--- src/rtl/cpu_pipe_pkg.sv ---
// Shared types and defaults for the 5-stage pipeline sequencing controller.
package cpu_pipe_pkg;

  typedef enum logic [2:0] {
    BOOT     = 3'd0,
    RUN      = 3'd1,
    BR_WAIT  = 3'd2,
    MEM_WAIT = 3'd3,
    HALT     = 3'd4
  } pipe_state_t;

  localparam int MEM_TIMEOUT_DEF = 1024;

endpackage

--- src/rtl/cpu_pipe_perf.sv ---
// Saturating stall/flush performance counters for cpu_pipe_ctrl.
module cpu_pipe_perf #(
  parameter int CNT_W = 32
) (
  input  logic             clk,
  input  logic             rst_n,
  input  logic             stall_inc,
  input  logic             flush_inc,
  output logic [CNT_W-1:0] stall_cnt,
  output logic [CNT_W-1:0] flush_cnt
);

  function automatic logic [CNT_W-1:0] sat_inc(input logic [CNT_W-1:0] v);
    return (&v) ? v : v + CNT_W'(1);
  endfunction

  always_ff @(posedge clk or negedge rst_n) begin
    if (!rst_n) begin
      stall_cnt <= '0;
      flush_cnt <= '0;
    end else begin
      if (stall_inc) stall_cnt <= sat_inc(stall_cnt);
      if (flush_inc) flush_cnt <= sat_inc(flush_cnt);
    end
  end

endmodule

--- src/rtl/cpu_pipe_ctrl.sv ---
// Pipeline sequencing controller: stage enables, bubbles, flushes and memory watchdog.
// Optional performance counters are built when CPU_PIPE_PERF_EN is defined.
module cpu_pipe_ctrl
  import cpu_pipe_pkg::*;
#(
  parameter int MEM_TIMEOUT = MEM_TIMEOUT_DEF,
  parameter int CNT_W       = 32
) (
  input  logic             clk,
  input  logic             rst_n,
  input  logic             rw_stall,
  input  logic             jb_stall,
  input  logic             br_resolve,
  input  logic             br_taken,
  input  logic             mem_req,
  input  logic             mem_ack,
  input  logic             resume,
  output logic             pc_en,
  output logic             if_dec_en,
  output logic             dec_exec_en,
  output logic             exec_mem_en,
  output logic             mem_wb_en,
  output logic             dec_bubble,
  output logic             if_flush,
  output logic             pc_load,
  output logic             halted,
  output logic             timeout_err,
`ifdef CPU_PIPE_PERF_EN
  output logic [CNT_W-1:0] stall_cnt,
  output logic [CNT_W-1:0] flush_cnt,
`endif
  output logic [2:0]       state
);

  localparam int WCNT_W = $clog2(MEM_TIMEOUT);
  localparam logic [WCNT_W-1:0] WCNT_MAX = WCNT_W'(MEM_TIMEOUT - 1);

  pipe_state_t       state_q, state_nx, ret_q, ret_nx, eff_st;
  logic [WCNT_W-1:0] wcnt_q, wcnt_nx;
  logic              terr_q, terr_nx;
  logic              mem_stall;

  assign mem_stall   = mem_req & ~mem_ack;
  assign state       = state_q;
  assign timeout_err = terr_q;

  always_ff @(posedge clk or negedge rst_n) begin
    if (!rst_n) begin
      state_q <= BOOT;
      ret_q   <= RUN;
      wcnt_q  <= '0;
      terr_q  <= 1'b0;
    end else begin
      state_q <= state_nx;
      ret_q   <= ret_nx;
      wcnt_q  <= wcnt_nx;
      terr_q  <= terr_nx;
    end
  end

  // The ack cycle of a memory wait behaves exactly like the saved state.
  always_comb begin
    state_nx    = state_q;
    ret_nx      = ret_q;
    wcnt_nx     = wcnt_q;
    terr_nx     = terr_q;
    pc_en       = 1'b0;
    if_dec_en   = 1'b0;
    dec_exec_en = 1'b0;
    exec_mem_en = 1'b0;
    mem_wb_en   = 1'b0;
    dec_bubble  = 1'b0;
    if_flush    = 1'b0;
    pc_load     = 1'b0;
    halted      = 1'b0;
    eff_st      = state_q;
    if (state_q == MEM_WAIT && mem_ack) eff_st = ret_q;

    case (eff_st)
      BOOT: state_nx = RUN;
      RUN: begin
        if (mem_stall) begin
          state_nx = MEM_WAIT;
          ret_nx   = RUN;
          wcnt_nx  = '0;
        end else begin
          pc_en       = ~(jb_stall | rw_stall);
          if_dec_en   = ~(jb_stall | rw_stall);
          dec_bubble  = jb_stall | rw_stall;
          dec_exec_en = 1'b1;
          exec_mem_en = 1'b1;
          mem_wb_en   = 1'b1;
          state_nx    = jb_stall ? BR_WAIT : RUN;
        end
      end
      BR_WAIT: begin
        if (mem_stall) begin
          state_nx = MEM_WAIT;
          ret_nx   = BR_WAIT;
          wcnt_nx  = '0;
        end else begin
          dec_bubble  = 1'b1;
          dec_exec_en = 1'b1;
          exec_mem_en = 1'b1;
          mem_wb_en   = 1'b1;
          state_nx    = BR_WAIT;
          if (br_resolve) begin
            state_nx = RUN;
            pc_en    = 1'b1;
            pc_load  = br_taken;
            if_flush = br_taken;
          end
        end
      end
      MEM_WAIT: begin
        if (wcnt_q == WCNT_MAX) begin
          state_nx = HALT;
          terr_nx  = 1'b1;
        end else begin
          wcnt_nx = wcnt_q + WCNT_W'(1);
        end
      end
      HALT: begin
        halted = 1'b1;
        if (resume) begin
          state_nx = RUN;
          terr_nx  = 1'b0;
        end
      end
      default: state_nx = BOOT;
    endcase
  end

`ifdef CPU_PIPE_PERF_EN
  logic stall_inc;
  assign stall_inc = ~pc_en & (state_q != BOOT) & (state_q != HALT);

  cpu_pipe_perf #(.CNT_W(CNT_W)) u_perf (
    .clk       (clk),
    .rst_n     (rst_n),
    .stall_inc (stall_inc),
    .flush_inc (if_flush),
    .stall_cnt (stall_cnt),
    .flush_cnt (flush_cnt)
  );
`endif

endmodule

--- config.mk ---
export PLATFORM = sky130hd
export DESIGN_NAME = cpu_pipe_ctrl
export DESIGN_NICKNAME = d
export VERILOG_FILES = /design/src/rtl/cpu_pipe_pkg.sv /design/src/rtl/cpu_pipe_perf.sv /design/src/rtl/cpu_pipe_ctrl.sv
export SDC_FILE = /design/constraint.sdc
export NUM_CORES = 1
export LEC_CHECK = 0
export ABC_AREA = 0
export CAP_MARGIN = 40
export CORE_ASPECT_RATIO = 0.8
export CORE_MARGIN = 2
export CORE_UTILIZATION = 45
export DETAILED_ROUTE_END_ITERATION = 6
export GPL_ROUTABILITY_DRIVEN = 1
export GPL_TIMING_DRIVEN = 0
export PLACE_DENSITY = 0.75
export SLEW_MARGIN = 15
export SYNTH_ARGS = -nofsm -noshare
export SYNTH_HDL_FRONTEND = slang
export SYNTH_SLANG_ARGS = --single-unit
--- constraint.sdc ---
create_clock -name clk -period 4.7 [get_ports clk]
set_input_delay 0.94 -clock clk [delete_from_list [all_inputs] [get_ports clk]]
set_output_delay 0.94 -clock clk [all_outputs]
set_load 0.01 [all_outputs]
==> impl_results.md <==
* R2r startpoint: wcnt_q[0]
* Destination of the worst hold path: wcnt_q[5]
* Critical path fanouts, max at 7
* Number of library cell types mapped by synthesis at 42
* Cells on Worst Hold Path at 1
* Clock insertion delay at the later pin of the skew report at 290 ps
* Unrepaired setup endpoints after global routing: false
* Worst reg2reg path endpoint: state[1]
* Max-slew violation count at 0
* Maximum number of pins on one net before global-route repair at 17
* Max Clk Rate at 250 MHz
* Post-CTS sizing at 0
* Number of detailed-route iterations in the first pass at 4
* Clock tree buffer depth at 2
* Standard cell core area at ~2200 um2
* Antenna diode instance count at 0
* Total via count after detailed routing at 969
* Final min period at 4000 ps
* Launch point of the worst hold path: wcnt_q[5]
* Number of synthesis warnings at 0
* Mapped cell area at 1030 um2
* Logic gate share of total power at 0.512
* Most common cell after layout, fill and taps aside: sky130_fd_sc_hd__clkdlybuf4s50_1
* Cell-internal power at 0.413 mW
* Hold-fix buffers at CTS at 0
* Maximum Capacitance Violations at 0
* Final total negative setup slack at 0 ps
* Critical path class: input pin to primary output
* Drt total wl at 2470 um
* Routability congestion estimate from global placement at about 0.79
* Portion of the clock cycle consumed by the worst path in the final layout at 0.850
* Filler cell count at between 150 and 200
* Slew at the pin with the worst max-slew slack at between 700 and 800 ps
* VDD IR-drop max at roughly 0.35 mV
* Number of enable-type register cells in the synthesized netlist at 0
* Slack of the worst reg-to-reg path at approximately 3000 ps
* Area delta synth->final at 27.1%
* Sequential element share of the synthesized area at 0.391
* Post-route setup slack at between 700 and 800 ps
* Total power density per cell area at 535 nW/um2
* Number of top-level design ports at 22
* Average size of a mapped cell at 8.92 um2
* Switching power of the nets at around 0.28 mW
* Hpwl dp at ~1800 um
* Setup crit start kind: input pin
* Fin nets at approximately 150
* Number of nets produced by synthesis at ~130
* Chip Width at between 50 and 60 um
* Clock H-tree levels at 1
* Routed len/inst at 15.0 um
* Worst Setup Slack post-DPL at 706 ps
* Number of flip-flops and latches in the synthesized netlist at 16
* FP Rows at 15
* Worst hold-check slack at approximately 530 ps
* Clock tree from TritonCTS: done
* Post-layout util at 0.604
* Number of DRC violations after detailed routing at 0
* Multi-input gate area in the final layout at ~550 um2
* Share of flip-flops with an asynchronous set or reset at 1.00
* Clock power frac at 0.132
* Sequential share of power at 0.357
* Worst R2R Path Depth at 6
* Layout cell share with drive strength beyond 1 at 0.107
* Arrival time at the worst endpoint at just over 3000 ps
* IO buf count at 21
* Total Die Area at 2680 um2
* Number of routed nets with antenna violations at 0
* Total track usage at 0.213
* Worst slew margin at 0.514
* Starting Density at 0.475
* Final Setup Violations at 0
* Master cell of the clock root buffer: sky130_fd_sc_hd__clkbuf_4
* Finished Cell Area at 1300 um2
* Hold violation total from the final report at 0
* Run status: finished, final reports clean
* CTS sink count at 16
* Post-CTS clock slew at the launch and capture registers of the worst setup and hold paths at 90 ps
* Via count of the first global-routing pass at about 920
* Worst hold path type: flop to flop
* Height of the die at 46.7 um
* Primary flip-flop cell chosen by synthesis mapping: sky130_fd_sc_hd__dfrtp_1
* Flip-flop and latch area at approximately 400 um2
* Final worst clock skew at approximately 0.57 ps
* Post-CTS Repair Setup Buffers at 0
* Number of antenna violations at the first check in global routing at 0
* Post-DR vias/cell at approximately 6
* Placed instance area at 1270 um2
* LEAKAGE at 0.547 nW
* Leading cell types in the layout, fill and taps excluded: 21 x sky130_fd_sc_hd__clkdlybuf4s50_1, 15 x sky130_fd_sc_hd__dfrtp_1, 11 x sky130_fd_sc_hd__nand2_1
* Number of clock buffers inserted by TritonCTS at 3
* Element type at the critical path end: primary output
* Post-synthesis cell count at 115
* DRT iter0 DRCs at 27
* Wire length of the first global-routing pass at approximately 4200 um
* Net Sw Frac at 0.408
* Critical path required time at 3760 ps
* Overall overflow remaining after global route at 0
-- cells by family after synthesis --
group	after synthesis	share of synthesized area
AOI/OAI and AO/OA	34	0.229
xor gates and xnor gates	1	0.00854
DFF	16	0.391
adders and majority gates	1	0.0122
and+or+nand+nor	49	0.288
buffers and inverters	14	0.0707
-- cells in the mapped netlist, types with 4 or more instances --
cell type                  number  share of area
sky130_fd_sc_hd__a21oi_1        8          0.039
sky130_fd_sc_hd__nand3b_1       4          0.029
sky130_fd_sc_hd__dfrtp_1       15           0.37
sky130_fd_sc_hd__o21ai_0        5          0.024
sky130_fd_sc_hd__inv_1          8          0.029
sky130_fd_sc_hd__nand2_1       11          0.040
sky130_fd_sc_hd__nand2b_1       4          0.024
sky130_fd_sc_hd__nor2_1         5          0.018
sky130_fd_sc_hd__a31oi_1        4          0.024
sky130_fd_sc_hd__nand3_1        7          0.034
-- layer usage --
metal	GRT usage	up-vias	wire length, um
met5	0	-	0
met4	0.0419	0	19
met3	0.0618	4	119
met2	0.364	25	1200
met1	0.275	467	1130
li1	-	473	-
-- critical path, stage by stage --
cell	delay, ps
sky130_fd_sc_hd__clkdlybuf4s50_1	570
sky130_fd_sc_hd__nand3b_1	110
sky130_fd_sc_hd__a21oi_1	380
sky130_fd_sc_hd__and2_1	240
sky130_fd_sc_hd__and3_1	190
sky130_fd_sc_hd__buf_4	100
sky130_fd_sc_hd__clkdlybuf4s50_1	530
-- metrics by stage --
stage               instances  power [mW]
detailed placement        161       0.606
global route              165       0.757
global placement          161       0.590
CTS                       165       0.704
floorplan                 115       0.460
finish                    165       0.697
-- flip-flops by register name, summed over array words and instances (netlist names) --
register     flops
wcnt_q          10
state            3
ret_q            2
timeout_err      1
-- cell type report --
cell class | instances | area share
Buffer | 6 | 0.0326
Clock buffer | 4 | 0.0278
Inverter | 8 | 0.0230
Multi-Input combinational cell | 85 | 0.423
Sequential cell | 16 | 0.308
Tap cell | 25 | 0.0240
Timing Repair Buffer | 21 | 0.161
-- worst max path at each step --
stage               slack [ps]       to  startpoint
detailed placement         710  pc_load     mem_ack
finish                     700  pc_load     mem_ack
CTS                        710  pc_load     mem_ack
global placement           770  pc_load     mem_ack
global route               580  pc_load     mem_ack
floorplan                 1780    pc_en     mem_ack
-- power by group through the flow --
stage               logic (mW)  clock network, mW  registers (mW)
floorplan                0.223                  0           0.237
global placement         0.345                  0           0.245
detailed placement       0.357                  0           0.249
CTS                      0.361             0.0952           0.248
global route             0.398              0.100           0.258
finish                   0.357             0.0917           0.249
Note: power is estimated with default switching activity, not from simulation.
